[config.mk]
export PLATFORM = sky130hd
export DESIGN_NAME = calc_op_ctrl
export DESIGN_NICKNAME = d
export VERILOG_FILES = /design/src/rtl/calc_op_ctrl.sv
export SDC_FILE = /design/constraint.sdc
export NUM_CORES = 1
export LEC_CHECK = 0
export ABC_AREA = 1
export CORE_MARGIN = 2
export CORE_UTILIZATION = 57
export CTS_CLUSTER_SIZE = 8
export DETAILED_ROUTE_END_ITERATION = 7
export GPL_TIMING_DRIVEN = 0
export MAX_ROUTING_LAYER = met4
export PLACE_DENSITY = 0.85
export SYNTH_ARGS = -nofsm -noshare
export SYNTH_HDL_FRONTEND = slang
export SYNTH_SLANG_ARGS = --single-unit
[constraint.sdc]
create_clock -name clk -period 5.7 [get_ports clk]
set_input_delay 1.71 -clock clk [delete_from_list [all_inputs] [get_ports clk]]
set_output_delay 1.71 -clock clk [all_outputs]
set_load 0.02 [all_outputs]
[src/rtl/calc_op_ctrl.sv]
// calc_op_ctrl: operation sequencer for the integer calculator.
// Collects decimal digits into two signed operands, latches an operator and on
// equals computes add/sub in one cycle or multiply by WIDTH-step shift-add.
// Ports:
//   clk, rst                    clock, asynchronous active-high reset
//   key_dig_vld/key_dig         digit key pulse and value (10-15 ignored)
//   key_op_vld/key_op           operator key pulse and code (00 add, 01 sub, 10 mul)
//   key_neg, key_equ, key_clr   sign toggle, equals, clear-all pulses
//   busy                        arithmetic in progress
//   result/result_vld           signed result and one-cycle update strobe
//   disp_mag/disp_neg           magnitude and sign of the displayed value
//   state_o                     current state encoding
module calc_op_ctrl #(
  parameter int unsigned WIDTH      = 14,
  parameter int unsigned MAX_DIGITS = 4
) (
  input  logic                 clk,
  input  logic                 rst,
  input  logic                 key_dig_vld,
  input  logic [3:0]           key_dig,
  input  logic                 key_op_vld,
  input  logic [1:0]           key_op,
  input  logic                 key_neg,
  input  logic                 key_equ,
  input  logic                 key_clr,
  output logic                 busy,
  output logic [2*WIDTH-1:0]   result,
  output logic                 result_vld,
  output logic [2*WIDTH-1:0]   disp_mag,
  output logic                 disp_neg,
  output logic [2:0]           state_o
);

  localparam int unsigned RW  = 2 * WIDTH;
  localparam int unsigned DCW = $clog2(MAX_DIGITS + 1);
  localparam int unsigned SCW = $clog2(WIDTH + 1);

  typedef enum logic [2:0] {
    StEntA   = 3'd0,
    StEntB   = 3'd1,
    StAddSub = 3'd2,
    StMul    = 3'd3,
    StShow   = 3'd4
  } state_e;

  localparam logic [1:0] OpAdd = 2'b00;
  localparam logic [1:0] OpSub = 2'b01;
  localparam logic [1:0] OpMul = 2'b10;
  localparam logic [1:0] OpRsv = 2'b11;

  state_e           state_q, state_d;
  logic [WIDTH-1:0] a_mag_q, a_mag_d, b_mag_q, b_mag_d;
  logic             a_neg_q, a_neg_d, b_neg_q, b_neg_d;
  logic [DCW-1:0]   a_cnt_q, a_cnt_d, b_cnt_q, b_cnt_d;
  logic [1:0]       op_q, op_d;
  logic [RW-1:0]    result_q, result_d;
  logic             result_vld_q, result_vld_d;
  logic [RW-1:0]    disp_mag_q, disp_mag_d;
  logic             disp_neg_q, disp_neg_d;
  logic [RW-1:0]    prod_q, prod_d;
  logic [SCW-1:0]   step_q, step_d;
  // Equals in ENT_A: result is published one cycle later without asserting busy.
  logic             pend_q, pend_d;

  logic                 dig_ok;
  logic [RW-1:0]        a_ext, b_ext;
  logic signed [RW-1:0] a_val, b_val;

  function automatic logic [WIDTH-1:0] append_digit(input logic [WIDTH-1:0] mag,
                                                    input logic [3:0]       dig);
    // Digit count is capped, so the truncation never loses bits.
    return mag * WIDTH'(10) + WIDTH'(dig);
  endfunction

  always_comb begin
    dig_ok = key_dig_vld && (key_dig <= 4'd9);
    a_ext  = {{WIDTH{1'b0}}, a_mag_q};
    b_ext  = {{WIDTH{1'b0}}, b_mag_q};
    // Negating a zero magnitude yields zero, so -0 computes as 0.
    a_val  = a_neg_q ? -a_ext : a_ext;
    b_val  = b_neg_q ? -b_ext : b_ext;
  end

  always_comb begin
    state_d      = state_q;
    a_mag_d      = a_mag_q;
    a_neg_d      = a_neg_q;
    a_cnt_d      = a_cnt_q;
    b_mag_d      = b_mag_q;
    b_neg_d      = b_neg_q;
    b_cnt_d      = b_cnt_q;
    op_d         = op_q;
    result_d     = result_q;
    result_vld_d = 1'b0;
    disp_mag_d   = disp_mag_q;
    disp_neg_d   = disp_neg_q;
    prod_d       = prod_q;
    step_d       = step_q;
    pend_d       = pend_q;

    if (key_clr) begin
      state_d = StEntA;
      a_mag_d = '0;
      a_neg_d = 1'b0;
      a_cnt_d = '0;
      b_mag_d = '0;
      b_neg_d = 1'b0;
      b_cnt_d = '0;
      op_d    = OpAdd;
      pend_d  = 1'b0;
      prod_d  = '0;
      step_d  = '0;
    end else begin
      case (state_q)
        StEntA, StEntB: begin
          if (pend_q) begin
            result_d     = a_val;
            result_vld_d = 1'b1;
            pend_d       = 1'b0;
            state_d      = StShow;
          end else if (key_equ) begin
            if (state_q == StEntA) begin
              pend_d = 1'b1;
            end else if (op_q == OpMul) begin
              prod_d  = '0;
              step_d  = '0;
              state_d = StMul;
            end else begin
              state_d = StAddSub;
            end
          end else if (key_op_vld) begin
            if (key_op != OpRsv) begin
              op_d = key_op;
              if (state_q == StEntA) begin
                state_d = StEntB;
                b_mag_d = '0;
                b_neg_d = 1'b0;
                b_cnt_d = '0;
              end
            end
          end else if (key_neg) begin
            if (state_q == StEntA) a_neg_d = ~a_neg_q;
            else                   b_neg_d = ~b_neg_q;
          end else if (dig_ok) begin
            if (state_q == StEntA) begin
              if (a_cnt_q < DCW'(MAX_DIGITS)) begin
                a_mag_d = append_digit(a_mag_q, key_dig);
                a_cnt_d = a_cnt_q + DCW'(1);
              end
            end else if (b_cnt_q < DCW'(MAX_DIGITS)) begin
              b_mag_d = append_digit(b_mag_q, key_dig);
              b_cnt_d = b_cnt_q + DCW'(1);
            end
          end
        end
        StAddSub: begin
          result_d     = (op_q == OpSub) ? a_val - b_val : a_val + b_val;
          result_vld_d = 1'b1;
          state_d      = StShow;
        end
        StMul: begin
          if (step_q == SCW'(WIDTH)) begin
            // A zero product keeps sign + regardless of operand signs.
            result_d     = ((a_neg_q ^ b_neg_q) && (prod_q != '0)) ? -prod_q : prod_q;
            result_vld_d = 1'b1;
            state_d      = StShow;
          end else begin
            if (b_mag_q[step_q]) prod_d = prod_q + (a_ext << step_q);
            step_d = step_q + SCW'(1);
          end
        end
        StShow: begin
          // Higher-priority keys present suppress the digit even though they do nothing here.
          if (!key_equ && !key_op_vld && !key_neg && dig_ok) begin
            a_mag_d = WIDTH'(key_dig);
            a_neg_d = 1'b0;
            a_cnt_d = DCW'(1);
            b_mag_d = '0;
            b_neg_d = 1'b0;
            b_cnt_d = '0;
            state_d = StEntA;
          end
        end
        default: state_d = StEntA;
      endcase
    end

    // Display follows the state being entered so it updates on the same edge.
    case (state_d)
      StEntA: begin
        disp_mag_d = {{WIDTH{1'b0}}, a_mag_d};
        disp_neg_d = a_neg_d;
      end
      StEntB: begin
        disp_mag_d = {{WIDTH{1'b0}}, b_mag_d};
        disp_neg_d = b_neg_d;
      end
      StShow: begin
        disp_mag_d = result_d[RW-1] ? -result_d : result_d;
        disp_neg_d = result_d[RW-1];
      end
      default: ;
    endcase
  end

  always_ff @(posedge clk or posedge rst) begin
    if (rst) begin
      state_q      <= StEntA;
      a_mag_q      <= '0;
      a_neg_q      <= 1'b0;
      a_cnt_q      <= '0;
      b_mag_q      <= '0;
      b_neg_q      <= 1'b0;
      b_cnt_q      <= '0;
      op_q         <= OpAdd;
      result_q     <= '0;
      result_vld_q <= 1'b0;
      disp_mag_q   <= '0;
      disp_neg_q   <= 1'b0;
      prod_q       <= '0;
      step_q       <= '0;
      pend_q       <= 1'b0;
    end else begin
      state_q      <= state_d;
      a_mag_q      <= a_mag_d;
      a_neg_q      <= a_neg_d;
      a_cnt_q      <= a_cnt_d;
      b_mag_q      <= b_mag_d;
      b_neg_q      <= b_neg_d;
      b_cnt_q      <= b_cnt_d;
      op_q         <= op_d;
      result_q     <= result_d;
      result_vld_q <= result_vld_d;
      disp_mag_q   <= disp_mag_d;
      disp_neg_q   <= disp_neg_d;
      prod_q       <= prod_d;
      step_q       <= step_d;
      pend_q       <= pend_d;
    end
  end

  assign busy       = (state_q == StAddSub) || (state_q == StMul);
  assign result     = result_q;
  assign result_vld = result_vld_q;
  assign disp_mag   = disp_mag_q;
  assign disp_neg   = disp_neg_q;
  assign state_o    = state_q;

endmodule

== Word-level counts from Yosys, hierarchy flattened ==
Index checks and enable logic that the tools add are counted.
Word-level totals
  word-level logic and storage cells: 208
  bits of input ports: 13
  output and inout port bits: 62
  register bits after elaboration: 132
Operators by class
  $add $sub $neg: 12
  shift-type cells: 1
  reduce and logical (&&, ||, !) cells: 24
  $lt $le $gt $ge: 4
  bitwise gates (word level): 3
  multipliers: 2
  multiplexer cells: 116
  equal/unequal tests: 31
Operator list (count)
  $mux W28: 15
  $mux W14: 20
  $pmux W28 S3: 2
  $mux W3: 29
  $add A28 B28 Y28: 2
  $neg A14 Y28: 2
  $neg A28 Y28: 2
  $pmux W14 S2: 2
  $pmux W28 S2: 1
  $ne A3 B3 Y1 const B: 13
  $add A14 B4 Y14: 2
  $mul A14 B3 Y13 const B: 2
  $reduce_bool A28 Y1: 1
  $shl A14 B4 Y28: 1
  $sub A28 B28 Y28: 1
  $mux W1: 26
  $mux W4: 6
  $ne A4 B4 Y1 const B: 6
  $mux W2: 6
  $pmux W3 S2: 2
  $pmux W3 S4: 1
  $reduce_and A10 Y1: 1
  $reduce_and A9 Y1: 1
  $reduce_bool A3 Y1: 3
  other kinds (28): 46

== Longest topological paths before layout ==
Gate-level depths: netlist of the first run.
  word-level depth: 12
  mapped depth: 37
  gate-level depth less buffers: 37

== Worst setup path before layout of the first run ==
Ideal clock, no wire load.
  path kind: register to register
  start point: register b_mag_q[1]
  end point: register disp_mag_q[27] (netlist: disp_mag[27])
  setup time: 0.074 ns
  data arrival time: 3.977 ns
  buffers on the path: 0
  stages on the path, launching flop included: 29
  period minus slack after synthesis: 4.051 ns
  data required time: 5.626 ns
  slack: 1.649 ns
  path through: dfrtp_1 inv_1 ha_1 inv_1 nand3_1 nand2_1 nand4_1 nor2_1 nand4_1 nor3_1 nand4_1 o21ai_0 nand2_1 o21ai_0 ha_1 a21oi_1 o21ai_0 a21oi_1 nand4_1 nand3_1 nand3_1 nand2_1 nand2_1 inv_2 nand2_1 nor2_1 nand4_1 or2_0 o21ai_2
On the way
  word-level cells in the longest chain between the ends: 9
  elaborated cells on any way between the ends: 10
  those cells by class: 4 x add/sub; 6 x mux
RTL lines
  start: declaration: RTL line 52  | logic [WIDTH-1:0] a_mag_q, a_mag_d, b_mag_q, b_mag_d;
  start signal: assignment: RTL line 228  | b_mag_q <= b_mag_d;
  $neg A14 Y28: RTL line 81  | b_val = b_neg_q ? -b_ext : b_ext;
  $mux W28 (*): RTL line 81
  $add A28 B28 Y28 or $sub A28 B28 Y28 (tied branches): RTL line 157  | result_d = (op_q == OpSub) ? a_val - b_val : a_val + b_val;
  $mux W28 (*): RTL line 157
  $pmux W28 S3 (*): RTL line 114  | case (state_q)
  $mux W28 (*): RTL line 101  | if (key_clr) begin
  $neg A28 Y28: RTL line 199  | disp_mag_d = result_d[RW-1] ? -result_d : result_d;
  $mux W28 (*): RTL line 199
  $pmux W28 S3 (*): RTL line 189  | case (state_d)
  end signal: assignment: RTL line 234  | disp_mag_q <= disp_mag_d;
  end: declaration: RTL line 58  | logic [RW-1:0] disp_mag_q, disp_mag_d;
Mark *: on every way between the ends. The rest lies on a longest branch, timed or not.
A chain may end at the register's enable or synchronous reset.

== Final worst setup path of the first run ==
  start point: register b_mag_q[0]
  end point: register disp_mag_q[20] (netlist: disp_mag[20])
On the way
  word-level cells in the longest chain between the ends: 9
  elaborated cells on any way between the ends: 10
  those cells by class: 4 x add/sub; 6 x mux
RTL lines
  $neg A14 Y28: RTL line 81
  $mux W28 (*): RTL line 81
  $add A28 B28 Y28 or $sub A28 B28 Y28 (tied branches): RTL line 157
  $mux W28 (*): RTL line 157
  $pmux W28 S3 (*): RTL line 114
  $mux W28 (*): RTL line 101
  via result_d[13]: RTL line 56  | logic [RW-1:0] result_q, result_d;
  $neg A28 Y28 (*): RTL line 199
  $mux W28 (*): RTL line 199
  $pmux W28 S3 (*): RTL line 189
The timed path passes the listed nets; every way through them passes the cells marked *.

==> results.toml, run 1 <==
[setup_path]
worst_setup_path_start_kind = "register"
crit_top_cell = "nand2_1"
path_class = "reg2reg"
cp_slowest_stage_delay_ps = 510
arrival_ps = 5580
crit_fanout = 8
worstPathRequired_ps = 6020
end_kind = "register"
slowest_stage = "dfrtp_2"

[routing]
drt_iter0_drc = 2062
postRouteAntennaNets = 0
avgViaCountPerCell = 6.13
drc_errors = 1
vias = 18300
drtPass1Iterations = 8
wire_per_inst_um = 20.1
drt_wl_total_um = 60100

[finish]
nets = 2758
nFillCells = 2551
utilization = 0.649
syn2layout_area_growth_pct = 11.4
drive_gt1_frac = 0.0889
mostFrequentLayoutCell = "nand2_1"
final_cells = 2985
diodes = 0
final_cell_mix = "686 x nand2_1, 272 x inv_1, 259 x nor2_1"

[clocking]
ctsHtreeMaxLevel = 4
cts_inserted_buffers = 17
cts_resized = 0
cts_tree = "built"
clk_pin_slew_ps = 70
clockBufferDepth = 2
post_cts_buffers = 0
cts_sinks = 132
ctsRootBufferMaster = "clkbuf_16"
cts_hold_buf = 0
clock_latency_ps = 450

[sta]
setup_viol = 0
hold_violations = 0
fin_skew_ps = 21.0
finalCritPeriodShare = 0.923
finalMaxSlewViolations = 0
fmax_mhz = 190
period_minus_slack_ps = 5260
worstMarginPinSlew_ps = 761
grt_setup_unrepaired = "yes"
relSlewSlack = 0.491
fin_ws_ps = 440

[synth]
synth-edff-count = 0
synth_ff_type = "dfrtp_1"
yosysSeqAreaShare = 0.210
synthesis.nets = 2665
async_flop_share = 1.00
avgSynthCellArea_um2 = 6.21
synth_seq_cells = 132
synth_cell_types = 62
syn_inst = 2538
yosys_warnings = 0
syn-cell-area_mm2 = 0.0158

[die]
num_rows = 60
die_h_um = 170
die_area_mm2 = 0.0290
die_x_um = 170
initial_core_util = 0.583
core_mm2 = 0.0270
io_pins = 75

[placement]
dp_slack_ps = 171
gp_congestion = 1.01
dpl.hpwl_um = 48100
dp_cells = 2953
portBuffers = 73

[global_route]
track_usage = 0.430
grt_max_degree = 95
grt_pass1_wl_um = 93600
overflow = 0
antenna_found_initial = 0
grt_pass1_vias = 17300

[power]
total_power_mw = 4.44
power_density_mw_per_mm2 = 253
p_leak_nw = 9.13
vdd_ir_drop_max_mv = 0.182

[status]
outcome = "complete, but fails checks"
violations = "DRC"

[run]
timing.max_cap.violations = 0

[worst_hold_path]
hold_class = "reg2reg"
## power by group
part	switching [mW]	internal, mW
registers	0.109	1.04
logic	1.47	0.686
clock network	0.556	0.587
total	2.13	2.31
## through the flow
step	instance area (um^2)	setup TNS (ps)	hold slack (ps)
after floorplan	15800	0	453
after global placement	16900	-200790	465
after detailed placement	16900	0	465
after CTS	17500	0	486
after global routing	17600	-51.9	504
final	17600	0	483
## worst paths after layout
kind,startpoint,end,slack (ps),cells after the start
worst max-delay path,b_mag_q[0]$_DFF_PP0_,disp_mag[20]$_DFFE_PP0P_,440,31
worst min-delay path,disp_mag[17]$_DFFE_PP0P_,disp_mag[17]$_DFFE_PP0P_,480,2
worst max register to register,b_mag_q[0]$_DFF_PP0_,disp_mag[20]$_DFFE_PP0P_,440,31
worst min register to register,disp_mag[17]$_DFFE_PP0P_,disp_mag[17]$_DFFE_PP0P_,480,2
max in group asynchronous,rst,b_mag_q[1]$_DFF_PP0_,3190,3
min in group asynchronous,rst,disp_mag[24]$_DFFE_PP0P_,1630,2
## state kept, by name (all words and copies together) (netlist names)
name        count
disp_neg        1
result         28
a_neg_q         1
a_cnt_q         3
b_neg_q         1
disp_mag       28
result_vld      1
a_mag_q        14
b_cnt_q         3
step_q          4
op_q            2
b_mag_q        14
state_o         3
prod_q         28
pend_q          1
## worst max-delay path: cells and delay by family (launching register included)
| family | cells | cell delay (ps) |
|---|---|---|
| DFF | 1 | 510 |
| AOI/OAI and AO/OA | 2 | 530 |
| buffers and inverters | 3 | 310 |
| adders and majority gates | 2 | 620 |
| xor gates and xnor gates | 1 | 300 |
| and+or+nand+nor | 23 | 2830 |
## routing by layer
| layer | routed length [um] | vias to the layer above | track usage |
|---|---|---|---|
| met5 | 0 | - | - |
| met3 | 6220 | 233 | 0.0765 |
| met2 | 27100 | 1102 | 0.681 |
| met4 | 3500 | 0 | 0.226 |
| met1 | 23300 | 8404 | 0.524 |
| li1 | - | 8561 | - |
## cells in the mapped netlist (6+ instances only)
cell type | n | area (um^2)
clkbuf_1 | 30 | 113
nor3_1 | 13 | 65.1
nand3b_1 | 11 | 82.6
nand3_1 | 244 | 1220
nor2_1 | 260 | 976
a221oi_1 | 6 | 52.6
nand3_2 | 16 | 160
o21ai_1 | 8 | 40.0
buf_1 | 6 | 22.5
nor2_2 | 18 | 113
inv_1 | 274 | 1030
xnor2_1 | 29 | 254
xor2_1 | 51 | 447
a31oi_1 | 11 | 68.8
inv_2 | 35 | 131
buf_2 | 19 | 95.1
mux2i_1 | 7 | 70.1
o31ai_1 | 6 | 45.0
nand2_1 | 687 | 2580
ha_1 | 108 | 1350
o22ai_1 | 22 | 138
o211ai_1 | 10 | 75.1
nor2_4 | 11 | 124
a21oi_1 | 152 | 761
nand4_1 | 47 | 294
buf_6 | 7 | 78.8
o21ai_0 | 181 | 906
nand2_4 | 9 | 101
or2_2 | 17 | 106
dfrtp_1 | 132 | 3300
fa_1 | 6 | 120
buf_4 | 6 | 45.0
nand2_2 | 37 | 231
## layout make-up
class,instances,area (um^2),share of cell area
Multi-Input combinational cell,2022,10900,0.622
Sequential cell,132,3310,0.188
Inverter,315,1190,0.0678
Timing Repair Buffer,74,758,0.0432
Tap cell,341,427,0.0243
Clock buffer,17,425,0.0242
Buffer,69,374,0.0213
Clock inverter,15,163,0.00927
## cells by family (layout without fill, tap and decap cells)
logic type | Yosys count | in the layout | synth area share
fa+ha+maj | 114 | 114 | 0.0934
buf+inv | 384 | 490 | 0.0990
flops | 132 | 132 | 0.210
simple gates | 1383 | 1383 | 0.392
mux | 7 | 7 | 0.00445
xor+xnor | 82 | 82 | 0.0473
compound gates | 436 | 436 | 0.154
No activity file was read; power rests on OpenSTA's default activity.
==> run 2, diff against run 1 <==
--- a/config.mk
+++ b/config.mk
@@ -8,6 +8,7 @@
 export ABC_AREA = 1
 export CORE_MARGIN = 2
 export CORE_UTILIZATION = 57
+export CTS_CLUSTER_DIAMETER = 60
 export CTS_CLUSTER_SIZE = 8
 export DETAILED_ROUTE_END_ITERATION = 7
 export GPL_TIMING_DRIVEN = 0
==> constraint.sdc (replaced) <==
create_clock -name clk -period 6.75 [get_ports clk]
set_input_delay 2.025 -clock clk [delete_from_list [all_inputs] [get_ports clk]]
set_output_delay 2.025 -clock clk [all_outputs]
set_load 0.02 [all_outputs]
==> run 2 against run 1 <==
Compared with the run above:
- the flow still finishes with violations (DRC)
- largest power group unchanged
- die area unchanged
- clock power decreased by 15%
- first-iteration DRC count decreased by 5.0%
- via count decreased by 0.85%
- maximum frequency decreased by 10%
==> results.toml, run 2 (synthesis results as in run 1) <==
[setup_path]
ff2ff_path_depth = 29
setup.worst_path.end = "disp_mag[3]$_DFFE_PP0P_"
r2r_slack_ps = 880
worstPathRequired_ps = 7090
reg2reg_to = "disp_mag[3]$_DFFE_PP0P_"
end_kind = "register"
cp_slowest_stage_delay_ps = 630
cp-startpoint = "b_mag_q[0]$_DFF_PP0_"
worst_setup_path_start_kind = "register"
slowest_stage = "dfrtp_1"
r2r-start = "b_mag_q[0]$_DFF_PP0_"
path_class = "reg2reg"
arrival_ps = 6210
crit_fanout = 10
crit_top_cell = "nand2_1"

[die]
io_pins = 75
core_mm2 = 0.0270
num_rows = 60
die_h_um = 170
initial_core_util = 0.583
die_area_mm2 = 0.0290
die_x_um = 170

[global_route]
overflow = 0
grt_max_degree = 95
track_usage = 0.430
antenna_found_initial = 0
grt_pass1_wl_um = 93600
grt_pass1_vias = 17300

[power]
vdd_ir_drop_max_mv = 0.152
p_leak_nw = 9.13
power_density_mw_per_mm2 = 214

[clocking]
post_cts_buffers = 0
clock_latency_ps = 450
clk_pin_slew_ps = 80
ctsRootBufferMaster = "clkbuf_16"
cts_hold_buf = 0
ctsHtreeMaxLevel = 4
cts_sinks = 132
cts_resized = 0
cts_tree = "built"
cts_inserted_buffers = 17
clockBufferDepth = 2

[routing]
drt_wl_total_um = 60000
wire_per_inst_um = 20.1
vias = 18100
postRouteAntennaNets = 0
avgViaCountPerCell = 6.08
drt_iter0_drc = 1958
drtPass1Iterations = 8
drc_errors = 9

[finish]
mostFrequentLayoutCell = "nand2_1"
nets = 2758
nFillCells = 2552
final_cells = 2985
drive_gt1_frac = 0.0862
diodes = 0
syn2layout_area_growth_pct = 11.3
final_cell_mix = "687 x nand2_1, 273 x inv_1, 260 x nor2_1"

[sta]
grt_setup_unrepaired = "no"
relSlewSlack = 0.478
hold_violations = 0
finalMaxSlewViolations = 0
fin_hold_ws_ps = 482
fin_skew_ps = 23.3
finalCritPeriodShare = 0.869
period_minus_slack_ps = 5870
worstMarginPinSlew_ps = 773
setup_viol = 0
fmax_mhz = 170

[placement]
portBuffers = 73
dpl.hpwl_um = 48100
dp_cells = 2953
gp_congestion = 1.01

[run]
timing.max_cap.violations = 0

[status]
violations = "DRC"
outcome = "complete, but fails checks"

[worst_hold_path]
hold_class = "reg2reg"
## run 2: through the flow
| stage | total power [mW] | setup slack [ps] | setup TNS (ps) | util | area (um^2) |
|---|---|---|---|---|---|
| 2_1_floorplan | 2.13 | 1200 | 0 | - | 15800 |
| 5_1_grt | 3.94 | 402 | 0 | 0.649 | 17500 |
| 6_report | 3.74 | 883 | 0 | 0.649 | 17500 |
| 3_3_place_gp | 2.70 | -817 | -103770 | 0.626 | 16900 |
| 4_1_cts | 3.68 | 1180 | 0 | 0.649 | 17500 |
| 3_5_place_dp | 2.72 | 1220 | 0 | 0.627 | 16900 |
## run 2: final cells by class
type                       count  area (um^2)  share of cell area
buffer                        69          374              0.0213
clock buffer                  17          425              0.0243
clock inverter                15          163             0.00928
inverter                     315         1190              0.0679
multi-input combinational   2022        10900               0.621
sequential                   132         3300               0.188
tap                          341          427              0.0243
timing repair buffer          74          758              0.0433
## run 2: worst min-delay path by stage
stage	from	endpoint	slack, ps	depth (start not counted)
finish	disp_mag[17]$_DFFE_PP0P_	disp_mag[17]$_DFFE_PP0P_	480	2
detailed placement	disp_mag[16]$_DFFE_PP0P_	disp_mag[16]$_DFFE_PP0P_	470	2
global placement	disp_mag[17]$_DFFE_PP0P_	disp_mag[17]$_DFFE_PP0P_	460	2
floorplan	a_cnt_q[1]$_DFFE_PP0P_	a_cnt_q[1]$_DFFE_PP0P_	450	2
global route	disp_mag[16]$_DFFE_PP0P_	disp_mag[16]$_DFFE_PP0P_	500	2
CTS	disp_mag[16]$_DFFE_PP0P_	disp_mag[16]$_DFFE_PP0P_	490	2
## run 2: critical path, delay by kind of cell, from the launching register on
family          cells  cell delay [ps]
fa+ha+maj           2              610
compound gates      6             1560
flops               1              630
simple gates       17             2410
buf+inv             4              560
## run 2: where the power goes
| part | internal [mW] | leakage, nW | switching (mW) |
|---|---|---|---|
| clock | 0.496 | 0.285 | 0.471 |
| combinational | 0.576 | 7.07 | 1.23 |
| sequential | 0.875 | 1.77 | 0.0926 |
## run 2: routing by layer
layer | vias to the layer above | share of wire | GRT usage
met3 | 226 | 0.097 | 0.0765
met4 | 0 | 0.058 | 0.226
li1 | 8549 | - | -
met5 | - | 0 | -
met1 | 8367 | 0.39 | 0.524
met2 | 1002 | 0.45 | 0.681
==> run 3, diff against run 2 <==
--- a/config.mk
+++ b/config.mk
@@ -12,6 +12,7 @@
 export CTS_CLUSTER_SIZE = 8
 export DETAILED_ROUTE_END_ITERATION = 7
 export GPL_TIMING_DRIVEN = 0
+export HOLD_SLACK_MARGIN = 0.06
 export MAX_ROUTING_LAYER = met4
 export PLACE_DENSITY = 0.85
 export SYNTH_ARGS = -nofsm -noshare
==> results of run 3 <==
Final layout, timing and power as in run 2 (identical DEF).
